### src/rtl/rr_scan_mux.sv
// Registered N_CH:1 channel mux with manual or round-robin select and a valid/ready output register.
// Optional RR_SCAN_MUX_PARITY_EN adds out_par, the XOR-reduce of the loaded word.
module rr_scan_mux #(
  parameter int N_CH  = 8,
  parameter int W     = 1,
  parameter int SEL_W = $clog2(N_CH)
) (
  input  logic              clk,
  input  logic              rst_n,
  input  logic [N_CH*W-1:0] in_data,
  input  logic [N_CH-1:0]   in_valid,
  output logic [N_CH-1:0]   in_ack,
  input  logic [N_CH-1:0]   ch_mask,
  input  logic              mode,
  input  logic [SEL_W-1:0]  sel_in,
  output logic [W-1:0]      out_data,
  output logic [SEL_W-1:0]  out_ch,
  output logic              out_valid,
  input  logic              out_ready,
  output logic              sel_err
`ifdef RR_SCAN_MUX_PARITY_EN
  ,
  output logic              out_par
`endif
);

  // Per-channel views are padded to a power of two so any sel_in value indexes safely.
  localparam int N_PAD = 1 << SEL_W;

  logic [N_PAD-1:0] cand;
  logic [W-1:0]     ch_data [N_PAD];
  logic             load, sel_oor, gnt_vld, auto_hit;
  logic [SEL_W-1:0] gnt, auto_g, last_ch, idx;

  genvar k;
  generate
    for (k = 0; k < N_PAD; k++) begin : g_ch
      if (k < N_CH) begin : g_real
        assign ch_data[k] = in_data[k*W +: W];
      end else begin : g_pad
        assign ch_data[k] = '0;
      end
    end
  endgenerate

  assign cand    = N_PAD'(in_valid & ch_mask);
  assign load    = !out_valid || out_ready;
  assign sel_oor = int'(sel_in) >= N_CH;

  // Rotating search from last_ch+1; walking the distance downward leaves the nearest hit.
  always_comb begin
    auto_hit = 1'b0;
    auto_g   = '0;
    idx      = '0;
    for (int i = N_CH; i >= 1; i--) begin
      idx = SEL_W'((int'(last_ch) + i) % N_CH);
      if (cand[idx]) begin
        auto_hit = 1'b1;
        auto_g   = idx;
      end
    end
  end

  assign gnt_vld = mode ? auto_hit : (!sel_oor && cand[sel_in]);
  assign gnt     = mode ? auto_g : sel_in;

  generate
    for (k = 0; k < N_CH; k++) begin : g_ack
      assign in_ack[k] = rst_n && load && gnt_vld && (gnt == SEL_W'(k));
    end
  endgenerate

  always_ff @(posedge clk or negedge rst_n) begin
    if (!rst_n) begin
      out_valid <= 1'b0;
      out_data  <= '0;
      out_ch    <= '0;
      last_ch   <= SEL_W'(N_CH - 1);
      sel_err   <= 1'b0;
`ifdef RR_SCAN_MUX_PARITY_EN
      out_par   <= 1'b0;
`endif
    end else begin
      sel_err <= load && !mode && sel_oor;
      if (load) begin
        out_valid <= gnt_vld;
        if (gnt_vld) begin
          out_data <= ch_data[gnt];
          out_ch   <= gnt;
          last_ch  <= gnt;
`ifdef RR_SCAN_MUX_PARITY_EN
          out_par  <= ^ch_data[gnt];
`endif
        end
      end
    end
  end

endmodule

### config.mk
export PLATFORM = sky130hd
export DESIGN_NAME = rr_scan_mux
export DESIGN_NICKNAME = d
export VERILOG_FILES = /design/src/rtl/rr_scan_mux.sv
export SDC_FILE = /design/constraint.sdc
export NUM_CORES = 1
export LEC_CHECK = 0
export BUFFER_PORTS_ARGS = -buffer_cell sky130_fd_sc_hd__clkbuf_2
export CORE_ASPECT_RATIO = 0.8
export CORE_MARGIN = 2
export CORE_UTILIZATION = 25
export CTS_CLUSTER_DIAMETER = 50
export DETAILED_ROUTE_END_ITERATION = 12
export GPL_TIMING_DRIVEN = 0
export PLACE_DENSITY = 0.43
export REMOVE_ABC_BUFFERS = 1
export SLEW_MARGIN = 20
export SYNTH_ARGS = -nofsm -noshare
export SYNTH_HDL_FRONTEND = slang
export SYNTH_SLANG_ARGS = --single-unit
### constraint.sdc
create_clock -name clk -period 4.7 [get_ports clk]
set_input_delay 0.47 -clock clk [delete_from_list [all_inputs] [get_ports clk]]
set_output_delay 0.47 -clock clk [all_outputs]
set_load 0.01 [all_outputs]
* Word-level counts from Yosys, hierarchy flattened
Index checks and enable logic that the tools add are counted.
** Word-level totals
- Register bits after elaboration :: 8
- Logic and storage cells :: 84
- Output and inout port bits :: 14
- Bits of input ports :: 31
** Operators by class
- Reduce and logical (&&, ||, !) cells :: 14
- Bitwise gates (word level) :: 2
- Muxes and demuxes :: 39
- Equality and inequality tests :: 7
- Add/sub/neg operators :: 8
- Order comparisons :: 10
** Operators with widths (number)
- 3-bit by 4-bit less-than comparator with 1-bit output, second input constant :: 9
- 1-bit binary-select mux with 3-bit select :: 10
- 3-bit two-way mux :: 9
- 1-bit two-way mux :: 20
- 3-bit adder, second input constant :: 4
- 3-bit equality test, second input constant :: 4
- 1-bit logical AND :: 10
- 8-bit bitwise AND :: 1
- 3-bit by 1-bit adder with 3-bit output, second input constant :: 2
- 3-bit by 2-bit adder with 3-bit output, second input constant :: 2
- 3-bit by 2-bit equality test with 1-bit output, second input constant :: 2
- 4-bit >= comparator, second input constant :: 1
- 3-bit inverter with 4-bit output :: 1
- 3-bit by 1-bit equality test with 1-bit output, second input constant :: 1
- 3-bit logical NOT :: 1
- 2-bit AND reduction :: 1
- 1-bit logical NOT :: 1
- 1-bit logical OR :: 1

* Logic depth before layout (Yosys ltp)
- Depth after elaboration :: 16
- Mapped depth :: 14
- Depth with buffers taken out :: 11

* Worst setup path after synthesis
Ideal clock, no wire load.
- Path kind :: flip-flop to output port
- From :: reg last_ch[0]
- To :: out in_ack[2]
- Arrival time :: 3.262 ns
- Slack :: 0.968 ns
- Path buffers :: 2
- Cell stages (with the launch flop) :: 13
- Data required time :: 4.230 ns
- Path through :: dfstp_2 -> buf_2 -> inv_2 -> buf_2 -> ha_1 -> xor2_1 -> mux4_2 -> a211o_1 -> a2111oi_0 -> o21ai_1 -> a41oi_4 -> o21ai_0 -> nor2_1
** Between the ends
- Cells in the longest elaborated chain, start to end :: 14
- Elaborated cells between the ends (all ways) :: 45
- Those cells by class :: 8 x add/sub; 1 x eq/ne; 34 x mux; 2 x reduce/logical
** Ends and longest elaborated chain
- start: declaration :: RTL line 33 : logic [SEL_W-1:0] gnt, auto_g, last_ch, idx;
- start signal: assignment :: RTL line 78 : last_ch <= SEL_W'(N_CH - 1);
- start signal: assignment :: RTL line 90 : last_ch <= gnt;
- 3-bit by 1-bit adder with 3-bit output :: RTL line 56 : idx = SEL_W'((int'(last_ch) + i) % N_CH);
- 1-bit binary-select mux with 3-bit select :: RTL line 57 : if (cand[idx]) begin
- 1-bit two-way mux (not written as such) :: RTL line 57
- 3-bit two-way mux / 1-bit two-way mux (equally long branches) (8 in a row) :: RTL line 57
- 3-bit two-way mux / 1-bit two-way mux (equally long branches) :: RTL line 65, 64
- 3-bit by 2-bit equality test with 1-bit output / 1-bit logical AND (equally long branches) :: RTL line 69 : assign in_ack[k] = rst_n && load && gnt_vld && (gnt == SEL_W'(k));
- 1-bit logical AND (*) :: RTL line 69
- end: declaration :: RTL line 12 : output logic [N_CH-1:0] in_ack,
Mark *: on every way between the ends. The rest lies on a longest branch, timed or not. The select of a mux whose other input is x is not followed.

* Worst setup path in the final report
Ends and elaborated chain as after synthesis.

==> flow_summary.yaml <==
cts:
  cts_buffer_depth: 2
  htree_num_levels: 1
  cts_hold_buffers: 0
  cts_buffers: 3
  root_buffer: "clkbuf_8"
  clock-sinks: 8
  clk-insertion-delay-late_ps: 230
  postCtsSetupBuffers: 0
  tritoncts: "done"
  clkTransAtPathRegs_ps: 50
timing:
  whs_ps: 93.6
  rsz0062_at_grt: "no"
  finalSetupTns_ps: 0
  fin_crit_ps: 4390
  finClkSkew_ps: 8.58
  fin_crit_sh: 0.935
  relSlewSlack: 0.582
  final_max_slew_viol_count: 0
  finalHoldViolCount: 0
  setup_viol: 0
  tightest_slew_ps: 623
  max_freq_mhz: 228
critical_path:
  cp_data_arrival_time_ps: 3920
  crit_family: "compound AO/OA/AOI/OAI gates"
  worstRegToRegCells: 10
  crit_required_ps: 4230
  cp-startpoint: "last_ch[0]"
  startpoint_type: "flip-flop"
  endpoint_kind: "primary output"
  crit_fanout: 27
  cp_cell_sequence: "inv_2 -> ha_4 -> xor2_2 -> mux4_2 -> a211o_1 -> a2111oi_1 -> o21ai_1 -> a41oi_4 -> o21ai_0 -> nor2_1 -> clkbuf_2"
  worstPathBufferInverterCount: 2
  rrSetupSlack_ps: 780
  cp.depth: 11
  cpPeakStageDelay_ps: 780
  r2r_start: "last_ch[0]"
  crit_type: "reg2out"
  cpMaxStageDelayCell: "dfstp_4"
floorplan:
  fp.dieArea_mm2: 0.00752
  io_pins: 45
  rows: 26
  dieWidth_um: 96.5
  coreArea_mm2: 0.00651
  die_h_um: 78.0
  initial_core_util: 0.263
detailed_routing:
  routed_wl_mm: 5.30
  drcViolationCount: 0
  vias_per_cell: 5.37
  dr.pass1.iters: 4
  ant_nets: 0
  via_count: 1725
  dr.first_iter.drc_count: 120
  wire_per_inst_um: 16.5
synth:
  yosys-top-cells-count: "nand2_1, nor2_1, mux4_2"
  yosysWarningCount: 0
  syn_area_per_cell_um2: 8.51
  ys_async_sr_fraction: 1.00
  syn_inst: 201
  ys_ff_latch: 8
  ys.flop_type: "dfrtp_1"
  yosysMostFrequentCell: "nand2_1"
  synth_edf_count: 0
  synth_top_area_share: 0.211
  synth.cell_area_mm2: 0.00171
  synth_seq_area_share: 0.119
  yosysUniqueCellTypes: 52
  synth_top_area_cell: "mux4_2"
  yosys-top-cells-area: "mux4_2, dfrtp_1, nand2_1"
placed_design:
  hpwl_mm: 4.32
  placed_cell_area_mm2: 0.00197
  dp.cells: 317
  gp_congestion: 0.803
  portBuffers: 43
pwr:
  vdd_drop_max_mv: 0.170
  p_leak_nw: 0.809
  power.density_mw_per_mm2: 697
final_layout:
  fin_cells: 321
  diodes: 0
  nFillCells: 721
  utilization: 0.313
  nNetsFinal: 271
  drive_gt1_frac: 0.338
  areaGrowthSynthToFinish_pct: 19.2
  fin_area_mm2: 0.00204
hold_path:
  hp-class: "in2async"
global_routing:
  antenna_found_initial: 0
  grt_start_max_net_pins: 28
  grt_usage: 0.147
  grt_pass1_vias: 1673
  grt_pass1_wl_mm: 8.62
  grt.overflow.total: 0
run:
  maxCapViolCount: 0
run_status:
  status: "finished clean"
## layout by cell type (no fill, tap or decap), types with 2 or more instances in the layout
cell | Yosys | routed
dfstp_2 | 3 | 2
and2_1 | 9 | 9
clkbuf_2 | 0 | 43
inv_1 | 4 | 4
a21boi_0 | 4 | 4
a21oi_1 | 2 | 2
a211oi_1 | 4 | 4
a221o_1 | 5 | 5
nor2_1 | 17 | 17
nor2b_1 | 2 | 2
nand3_1 | 14 | 14
inv_2 | 4 | 4
mux2i_1 | 8 | 8
a22oi_1 | 2 | 2
nand2_1 | 22 | 22
dfrtp_1 | 5 | 5
nand3b_1 | 6 | 6
a211o_1 | 2 | 2
o2111ai_1 | 2 | 2
o211ai_1 | 5 | 5
and2_4 | 2 | 2
o21ai_1 | 7 | 7
a41oi_1 | 2 | 2
mux4_2 | 16 | 16
o21ai_0 | 7 | 7
nand2b_1 | 7 | 7
clkbuf_8 | 0 | 3
o21a_1 | 3 | 3
or2_1 | 2 | 2
## cell families (layout without fill, tap and decap cells)
kind of cell,Yosys count,after routing,synth area share
mux,26,26,0.273
compound gates,57,57,0.271
other cells,1,1,0.00219
flops,8,8,0.119
fa+ha+maj,2,2,0.0146
xor+xnor,3,3,0.0154
simple gates,85,85,0.252
buf+inv,19,55,0.0534
## path summary, 6_finish.rpt
check / to
worst max-delay path: in_ack[2]
worst min-delay path: out_data
min in group clk: out_ch[1]
worst min register to register: out_ch[1]
worst max register to register: out_data
max in group asynchronous: last_ch[1]
## flip-flops by register name, indices dropped and copies added (netlist names)
name	flops
out_valid	1
last_ch	3
out_ch	3
out_data	1
## layout make-up
class / instances / area (um2) / area share
multi-input combinational: 174 / 1440 / 0.704
sequential: 8 / 208 / 0.102
tap: 84 / 105 / 0.0515
clock buffer: 4 / 45.0 / 0.0221
timing repair buffer: 43 / 215 / 0.106
inverter: 8 / 30.0 / 0.0147
## stage by stage
| step | power [mW] | setup WS (ps) |
|---|---|---|
| floorplan | 1.03 | 712 |
| detailed placement | 1.30 | 96.4 |
| global placement | 1.32 | -11.6 |
| CTS | 1.41 | 129 |
| finish | 1.42 | 308 |
| global route | 1.56 | 20.8 |
## worst register-to-register path, stage by stage (launching register included)
cell       delay, ps
dfstp_4          780
inv_2            210
ha_4             430
mux4_2           580
a221o_1          330
a221o_1          380
a2111oi_4        320
nor2_2           170
mux2_4           330
o2111ai_2        160
o211ai_1         110
## metal layers
layer  share of wire  wire [um]  global-route usage  up-vias
li1                -          -                   -      843
met1            0.48       2560               0.226      813
met2            0.43       2280               0.214       63
met3           0.074        394              0.0272        6
met4           0.013         71              0.0296        0
met5               0          0                   0        -
## where the power goes
| group | total, mW | switching, mW | leakage [nW] | internal (mW) |
|---|---|---|---|---|
| Clock | 0.0885 | 0.0295 | 0.0228 | 0.0590 |
| Combinational | 1.14 | 0.621 | 0.696 | 0.518 |
| Sequential | 0.193 | 0.0773 | 0.0903 | 0.116 |
## timing repair
action,in CTS,in global routing
setup endpoints to repair,8,6
endpoints found under the hold margin,0,0
resized for setup,3,2
Power figures use the tool's default switching activity.
